===== config.mk =====
export PLATFORM = sky130hd
export DESIGN_NAME = btn_event_ctrl
export DESIGN_NICKNAME = d
export VERILOG_FILES = /design/src/rtl/btn_event_ctrl.sv
export SDC_FILE = /design/constraint.sdc
export NUM_CORES = 1
export LEC_CHECK = 0
export CORE_UTILIZATION = 60
export CTS_CLUSTER_DIAMETER = 30
export DETAILED_ROUTE_END_ITERATION = 10
export GPL_TIMING_DRIVEN = 0
export PLACE_DENSITY = 0.84
export SLEW_MARGIN = 25
export SYNTH_ARGS = -nofsm -noshare
export SYNTH_HDL_FRONTEND = slang
export SYNTH_SLANG_ARGS = --single-unit

===== constraint.sdc =====
create_clock -name clk_100Mhz -period 7.41 [get_ports clk_100Mhz]
set_input_delay 1.1115 -clock clk_100Mhz [delete_from_list [all_inputs] [get_ports clk_100Mhz]]
set_output_delay 1.1115 -clock clk_100Mhz [all_outputs]
set_load 0.005 [all_outputs]

===== src/rtl/btn_event_ctrl.sv =====
// Front-panel button controller: 1 ms tick prescaler, per-button event classifier
// (PRESS/RELEASE/LONG/REPEAT), per-button pending slots and round-robin event port.

module btn_event_lane #(
  parameter int LONG_MS = 1000,
  parameter int REP_MS  = 200
) (
  input  logic       i_clk,
  input  logic       i_rst,
  input  logic       i_tick,
  input  logic       i_db,
  output logic       o_emit,
  output logic [1:0] o_type
);
  localparam logic [1:0]  EVT_PRESS = 2'd0;
  localparam logic [1:0]  EVT_REL   = 2'd1;
  localparam logic [1:0]  EVT_LONG  = 2'd2;
  localparam logic [1:0]  EVT_REP   = 2'd3;
  localparam logic [15:0] LONG_END  = 16'(LONG_MS - 1);
  localparam logic [15:0] REP_END   = 16'(REP_MS - 1);

  typedef enum logic [1:0] {S_IDLE = 2'd0, S_HELD = 2'd1, S_RPT = 2'd2} state_t;

  state_t      r_state, w_state_nxt;
  logic        r_prev;
  logic [15:0] r_cnt, w_cnt_nxt;
  logic        w_rise, w_fall;

  assign w_rise = i_db & ~r_prev;
  assign w_fall = ~i_db & r_prev;

  always_ff @(posedge i_clk or posedge i_rst) begin
    if (i_rst) begin
      r_state <= S_IDLE;
      r_cnt   <= '0;
      r_prev  <= 1'b0;
    end else begin
      r_state <= w_state_nxt;
      r_cnt   <= w_cnt_nxt;
      r_prev  <= i_db;
    end
  end

  // Release wins over a coincident tick, so no LONG/REPEAT on the release cycle.
  always_comb begin
    w_state_nxt = r_state;
    w_cnt_nxt   = r_cnt;
    case (r_state)
      S_IDLE: if (w_rise) begin
        w_state_nxt = S_HELD;
        w_cnt_nxt   = '0;
      end
      S_HELD: begin
        if (w_fall) w_state_nxt = S_IDLE;
        else if (i_tick) begin
          if (r_cnt == LONG_END) begin
            w_state_nxt = S_RPT;
            w_cnt_nxt   = '0;
          end else w_cnt_nxt = r_cnt + 16'd1;
        end
      end
      S_RPT: begin
        if (w_fall) w_state_nxt = S_IDLE;
        else if (i_tick) w_cnt_nxt = (r_cnt == REP_END) ? 16'd0 : r_cnt + 16'd1;
      end
      default: w_state_nxt = S_IDLE;
    endcase
  end

  always_comb begin
    o_emit = 1'b0;
    o_type = EVT_PRESS;
    case (r_state)
      S_IDLE: o_emit = w_rise;
      S_HELD: begin
        if (w_fall) begin
          o_emit = 1'b1;
          o_type = EVT_REL;
        end else if (i_tick && r_cnt == LONG_END) begin
          o_emit = 1'b1;
          o_type = EVT_LONG;
        end
      end
      S_RPT: begin
        if (w_fall) begin
          o_emit = 1'b1;
          o_type = EVT_REL;
        end else if (i_tick && r_cnt == REP_END) begin
          o_emit = 1'b1;
          o_type = EVT_REP;
        end
      end
      default: o_emit = 1'b0;
    endcase
  end
endmodule

module btn_event_ctrl #(
  parameter int N_BTN    = 4,
  parameter int TICK_DIV = 100000,
  parameter int LONG_MS  = 1000,
  parameter int REP_MS   = 200
) (
  input  logic             clk_100Mhz,
  input  logic             rst,
  output logic             tick,
  input  logic [N_BTN-1:0] btn_db,
  output logic             evt_valid,
  output logic [2:0]       evt_btn,
  output logic [1:0]       evt_type,
  input  logic             evt_ack,
  output logic             ovf
);
  localparam logic [1:0]  EVT_REL  = 2'd1;
  localparam logic [16:0] PRESC_END = 17'(TICK_DIV - 1);

  logic [16:0]           r_presc;
  logic [N_BTN-1:0]      w_emit;
  logic [N_BTN-1:0][1:0] w_type;
  logic [N_BTN-1:0]      r_slot_v;
  logic [N_BTN-1:0][1:0] r_slot_t;
  logic [N_BTN-1:0]      w_drain;
  logic [2:0]            r_ptr, w_ptr_nxt;
  logic                  w_load, w_gnt_v, w_ovf_set;
  logic [2:0]            w_gnt_idx;
  logic [1:0]            w_gnt_type;

  always_ff @(posedge clk_100Mhz or posedge rst) begin
    if (rst)                     r_presc <= '0;
    else if (r_presc == PRESC_END) r_presc <= '0;
    else                         r_presc <= r_presc + 17'd1;
  end

  assign tick = (r_presc == PRESC_END);

  for (genvar g = 0; g < N_BTN; g++) begin : g_lane
    btn_event_lane #(.LONG_MS(LONG_MS), .REP_MS(REP_MS)) u_lane (
      .i_clk  (clk_100Mhz),
      .i_rst  (rst),
      .i_tick (tick),
      .i_db   (btn_db[g]),
      .o_emit (w_emit[g]),
      .o_type (w_type[g])
    );
  end

  assign w_load = ~evt_valid | evt_ack;

  // Scan offsets from the pointer outward; the first valid slot wins.
  always_comb begin
    w_gnt_v    = 1'b0;
    w_gnt_idx  = '0;
    w_gnt_type = '0;
    for (int k = 0; k < N_BTN; k++)
      for (int j = 0; j < N_BTN; j++)
        if (!w_gnt_v && r_slot_v[j] && ((int'(r_ptr) + k) % N_BTN) == j) begin
          w_gnt_v    = 1'b1;
          w_gnt_idx  = 3'(j);
          w_gnt_type = r_slot_t[j];
        end
    for (int j = 0; j < N_BTN; j++)
      w_drain[j] = w_load & w_gnt_v & (w_gnt_idx == 3'(j));
    w_ptr_nxt = (w_gnt_idx == 3'(N_BTN - 1)) ? 3'd0 : w_gnt_idx + 3'd1;
  end

  assign w_ovf_set = |(w_emit & r_slot_v & ~w_drain);

  // A slot drained this cycle is free for the new event; RELEASE always overwrites.
  always_ff @(posedge clk_100Mhz or posedge rst) begin
    if (rst) begin
      r_slot_v <= '0;
      r_slot_t <= '0;
    end else begin
      for (int j = 0; j < N_BTN; j++) begin
        if (w_emit[j] && (!r_slot_v[j] || w_drain[j] || w_type[j] == EVT_REL)) begin
          r_slot_v[j] <= 1'b1;
          r_slot_t[j] <= w_type[j];
        end else if (w_drain[j]) begin
          r_slot_v[j] <= 1'b0;
        end
      end
    end
  end

  always_ff @(posedge clk_100Mhz or posedge rst) begin
    if (rst) begin
      evt_valid <= 1'b0;
      evt_btn   <= '0;
      evt_type  <= '0;
      r_ptr     <= '0;
    end else if (w_load) begin
      evt_valid <= w_gnt_v;
      if (w_gnt_v) begin
        evt_btn  <= w_gnt_idx;
        evt_type <= w_gnt_type;
        r_ptr    <= w_ptr_nxt;
      end
    end
  end

  always_ff @(posedge clk_100Mhz or posedge rst) begin
    if (rst)            ovf <= 1'b0;
    else if (w_ovf_set) ovf <= 1'b1;
  end
endmodule


== Yosys cells after proc, flatten, opt, wreduce, memory -nomap -nowiden ==
Index checks and enable logic that the tools add are counted.

* Muxes and demuxes: 153
* Reductions and logical operators: 100
* Equality and inequality tests: 68
* Bitwise operators: 29
* Add/subtract/negate cells: 9

{| class="wikitable"
|+ Operator list
! cell !! number
|-
| 16-bit 2-to-1 mux || 28
|-
| 16-bit one-hot mux with 3 select lines || 4
|-
| 32-bit zero test || 4
|-
| 2-bit 2-to-1 mux || 53
|-
| 16-bit by 1-bit adder with 16-bit output, second input constant || 4
|-
| 16-bit by 10-bit == test with 1-bit output, second input constant || 4
|-
| 16-bit by 8-bit == test with 1-bit output, second input constant || 4
|-
| 1-bit logical AND || 43
|-
| 3-bit 2-to-1 mux || 14
|-
| 1-bit 2-to-1 mux || 41
|-
| 2-bit inequality test, second input constant || 14
|-
| 2-bit one-hot mux with 3 select lines || 4
|-
| 6-bit AND reduction || 4
|-
| 2-bit by 1-bit inequality test with 1-bit output, second input constant || 10
|-
| 1-bit zero test || 19
|-
| 2-bit by 1-bit == test with 1-bit output, second input constant || 9
|-
| 3-bit == test, second input constant || 6
|-
| 17-bit by 1-bit adder with 17-bit output, second input constant || 1
|-
| 17-bit == test, second input constant || 1
|-
| 17-bit 2-to-1 mux || 1
|-
| 2-bit one-hot mux with 2 select lines || 4
|-
| 4-bit AND reduction || 4
|-
| 3-bit by 2-bit == test with 1-bit output, second input constant || 5
|-
| 3-bit by 1-bit inequality test with 1-bit output, second input constant || 5
|-
| 20 further kinds || 73
|}

* Flip-flop bits (word level): 114
* Input bits: 7
* Output and inout port bits: 8
* Word-level logic and storage cells: 385

== Logic depth before layout (Yosys ltp) ==
* Depth after elaboration: 69
* Depth in mapped cells: 12
* Mapped depth without buffers: 11

== Modules after synthesis ==
Synthesis repeated with hierarchy kept, for this count alone.

* Cells, all modules: 902
* Area total of the unflattened synthesis: 7902.6 µm²

{| class="wikitable"
|+ Modules (own cells, without submodules)
! module !! area an instance (µm²) !! cells an instance !! sequential area each (µm²) !! times used
|-
| btn_event_lane at g_lane[0].u_lane ... || 1377.6 || 159 || 475.5 || 3
|-
| btn_event_ctrl || 2442.3 || 265 || 925.9 || 1
|-
| btn_event_lane at g_lane[3].u_lane || 1327.5 || 160 || 475.5 || 1
|}

== Worst setup path before layout ==
Ideal clock, no wire load.

* Kind: in2reg
* Start: in btn_db[3]
* End: reg g_lane[3].u_lane.r_cnt[6]
* Setup time: 0.095 ns
* Arrival time: 2.396 ns
* Path buffers: 2
* Required time: 7.315 ns
* Setup slack: 4.919 ns
* Stages on the path: 7
* Cell sequence: o21ba_2 o21ai_0 o211ai_2 or2_2 clkbuf_1 buf_2 o31ai_1

* Word-level cells in the longest chain between the ends: 4
* Elaborated cells between the ends (all ways): 7
* Those cells by class: eq/ne: 3; bitwise: 3; reduce/logical: 1

{| class="wikitable"
|+ RTL lines
! what !! RTL line !! RTL
|-
| start, declared || 107 || <nowiki>input logic [N_BTN-1:0] btn_db,</nowiki>
|-
| 1-bit NOT || 30 || <nowiki>assign w_fall = ~i_db & r_prev;</nowiki>
|-
| 1-bit AND || 30 ||
|-
| 2-bit inequality test (no line) || -- ||
|-
| 6-bit AND reduction (no line) * || -- ||
|-
| end signal, assigned || 39 || <nowiki>r_cnt <= w_cnt_nxt;</nowiki>
|-
| end, declared || 26 || <nowiki>logic [15:0] r_cnt, w_cnt_nxt;</nowiki>
|}

Every way passes the cells marked *; elsewhere a longest branch is shown, timed or not.
A chain may end at the register's enable or synchronous reset.

== Worst setup path in the final report ==
* Start: reg r_presc[0]
* End: out tick

* Word-level cells in the longest chain between the ends: 1

{| class="wikitable"
|+ RTL lines
! what !! RTL line !! RTL
|-
| start, declared || 117 || <nowiki>logic [16:0] r_presc;</nowiki>
|-
| start signal, assigned || 131 || <nowiki>else r_presc <= r_presc + 17'd1;</nowiki>
|-
| 17-bit == test || 134 || <nowiki>assign tick = (r_presc == PRESC_END);</nowiki>
|-
| end, declared || 106 || <nowiki>output logic tick,</nowiki>
|}

Every way passes these cells.

==> metrics.txt <==
Syn Nets=850; CTS tree=yes; unrepaired setup endpoints after global routing=false; max-slew violations=0; post-cts repair resize count=0; WP data arrival=2150 ps; CP Capture Type=output port; Ant. Diodes=0; number of global-route vias before repair=6147; Seq/Total Area, Yosys=40.1%; die width=110 um; classification of the worst setup path=reg2out; power density cells=311 nW/um2; hold_ws=486 ps; antenna violations before repair=0; Final #Nets=883; root buffer cell=clkbuf_16; Multi-input gate area=3960 um2; Synth cell types=78; Hold Crit Class=reg2reg; gr ovfl total=0; top post-synthesis cells by area=dfrtp_1, o21ai_0, ha_1, nor2_1, nand2_1; relative slew slack=44.1%; Mapped Avg Cell Area=8.62 um2; Placer Congestion=0.972; met3 wire length=919 um; asr flop ratio synth=100%; Synth top area share=40.1%; Synth Instances=818; CTS buffer count=17; routed len/inst=16.6 um; DP Wirelength=11.6 mm; Critical Path RT=6300 ps; die outline height=110 um; total wire length=16.7 mm; Total GRT Usage=28.5%; internal power=1.59 mW; fraction of layout cells with a size suffix above 1=7.18%; H-tree levels=4; ANT nets after route=0; Syn. warnings=0; combinational fraction of design power=34.2%; final core utilization=70.3%; R2R setup slack=4240 ps; met2 WL post-DR=7.83 mm; Yosys reg bits=113; Pwr Total=2.50 mW; Top FF cell, synth=dfrtp_1; Sw Ratio=36.2%; Port Buffers=13; sequential standard cell area=2830 um2; clock slew at reported path FFs=50 ps; switching power=0.904 mW; register share of total power=30.6%; area leader, netlist=dfrtp_1; Remaining DRCs=0; I/O Pins=15; First-pass DRT Iterations=7; outcome=completed; WL met1=7.60 mm; Clk pwr share=35.2%; top layer in use=met4; Clock Skew=7.22 ps; crit path time final=3260 ps; Final period util=44.0%; Pleak=3.37 nW; largest net degree at the start of global routing=77; Post-synth EDFFs=0; Mapped Area=7050 um2; Setup TNS=0 ps; Worst setup SP type=register; synthesis-to-finish area growth=13.9%; endpoints failing setup=0; Die ar.=12200 um2; Rows=39; CTS sink count=113; Starting Density=61.8%; Final Hold Violating Endpoints=0; via count of the routed design=6429; clock tree buffer depth=2; routed vias/inst=6.38; clk_lat worst skew=420 ps; Layout fillers=877; Detailed Route Iter0 Violations=556; hold buffers post-CTS=0; maximum clock rate=307 MHz; Core Area=11400 um2; CP Max Fanout=4; # Post-CTS Setup Buffers=0; Slew @ Worst Pin=831 ps; first-pass GRT wire length=28.7 mm; max_cap viols=0; VDD IR max=0.309 mV
critical path, stage by stage, from the launching register on:
cell             delay [ps]
dfrtp_1                 390
ha_1                    220
and4_1                  280
nand4_2                 180
clkinv_2                160
clkdlybuf4s50_1         510
power by group through the flow:
stage / Clock, mW / Combinational, mW / Sequential [mW]
after floorplan: 0 / 0.632 / 0.746
after global placement: 0 / 0.796 / 0.764
after detailed placement: 0 / 0.836 / 0.768
after CTS: 0.891 / 0.842 / 0.760
after global routing: 0.919 / 0.956 / 0.774
final: 0.880 / 0.854 / 0.764
routing by layer:
metal	vias up	track usage, %
met4	0	10.5
met3	44	7.19
met2	215	44.2
li1	3067	-
met1	3103	38.7
met5	-	0
metrics by stage:
step                      cell area (um2)  setup slack (ps)  std cells
after floorplan                      7050              3310        818
after global placement               7360              1720        974
after detailed placement             7400              4060        975
after CTS                            8030              4140       1007
after global routing                 8030              3940       1007
final                                8030              4150       1007
state kept, by name, summed over array words and instances, names as in the netlist, 2 cells and up:
register	count
g_lane.u_lane.r_cnt	64
r_presc	17
g_lane.u_lane.r_state	8
r_slot_t	8
g_lane.u_lane.r_prev	4
r_slot_v	4
evt_btn	2
evt_type	2
r_ptr	2
cells in the final DEF, fill, tap and decap left out, types with 6 or more instances in the layout:
cell type and n:
xnor2_1 14, o22ai_1 7, or4_1 6, o31ai_1 29, nor4_1 7, dfrtp_1 113, nand3_1 48, clkbuf_16 17
a21oi_1 46, a31oi_1 10, and4_1 7, and3_1 19, or3_1 7, xor2_1 12, nand2_1 66, nand2b_1 21
o21ai_0 76, o21ai_1 9, clkdlybuf4s50_1 13, nor2_1 76, ha_1 25, nand4_1 16, nor2b_1 20, clkbuf_1 24
nor3_1 16, inv_1 34
synthesized netlist by cell type, drive strengths merged, types with 3 or more instances:
cell type,number
nand3,48
nor3,16
nand3b,3
o22ai,7
nor4b,3
nand4,17
clkbuf,21
ha,25
nand2b,21
a31oi,10
and4,7
or4,6
or2,8
a21o,3
a21boi,3
o221ai,3
nor4bb,3
xnor2,14
o211ai,5
and3b,3
a21oi,47
nor2b,20
and3,19
or3,9
o21ai,85
nor2,77
a221oi,4
a41oi,5
and2,4
inv,35
nand2,66
buf,9
xor2,12
o31ai,29
a22o,3
mux2i,5
dfrtp,113
o41ai,5
a2111oi,4
nor4,8
path summary, 6_finish.rpt:
kind | startpoint | to | depth (start not counted)
worst max-delay path | r_presc[0] | tick | 5
worst min-delay path | g_lane[2].u_lane.r_cnt[10] | g_lane[2].u_lane.r_cnt[10] | 1
worst max register to register | r_slot_v[2] | ovf | 12
worst min register to register | g_lane[2].u_lane.r_cnt[10] | g_lane[2].u_lane.r_cnt[10] | 1
max in group asynchronous | rst | g_lane[1].u_lane.r_cnt[5] | 3
min in group asynchronous | rst | g_lane[2].u_lane.r_cnt[12] | 2
cells by family (layout without fill, tap and decap cells):
| logic type | Yosys count | count (layout) | share of synthesized area [%] |
|---|---|---|---|
| AOI/OAI and AO/OA | 233 | 233 | 20.8 |
| buffers and inverters | 66 | 112 | 3.80 |
| muxes | 7 | 7 | 1.03 |
| xor gates and xnor gates | 26 | 26 | 3.23 |
| and+or+nand+nor | 347 | 347 | 26.6 |
| other | 1 | 1 | 0.0532 |
| adders and majority gates | 25 | 25 | 4.43 |
| DFF | 113 | 113 | 40.1 |
layout make-up:
class,instances,share of cell area (%)
plain buffers,30,1.64
clock buffers,21,5.61
clock inverters,11,2.31
inverters,36,1.76
multi-input cells,639,49.3
flip-flops and latches,113,35.2
well taps,143,2.23
repair buffers,14,1.96
Note: power is estimated with default switching activity, not from simulation.
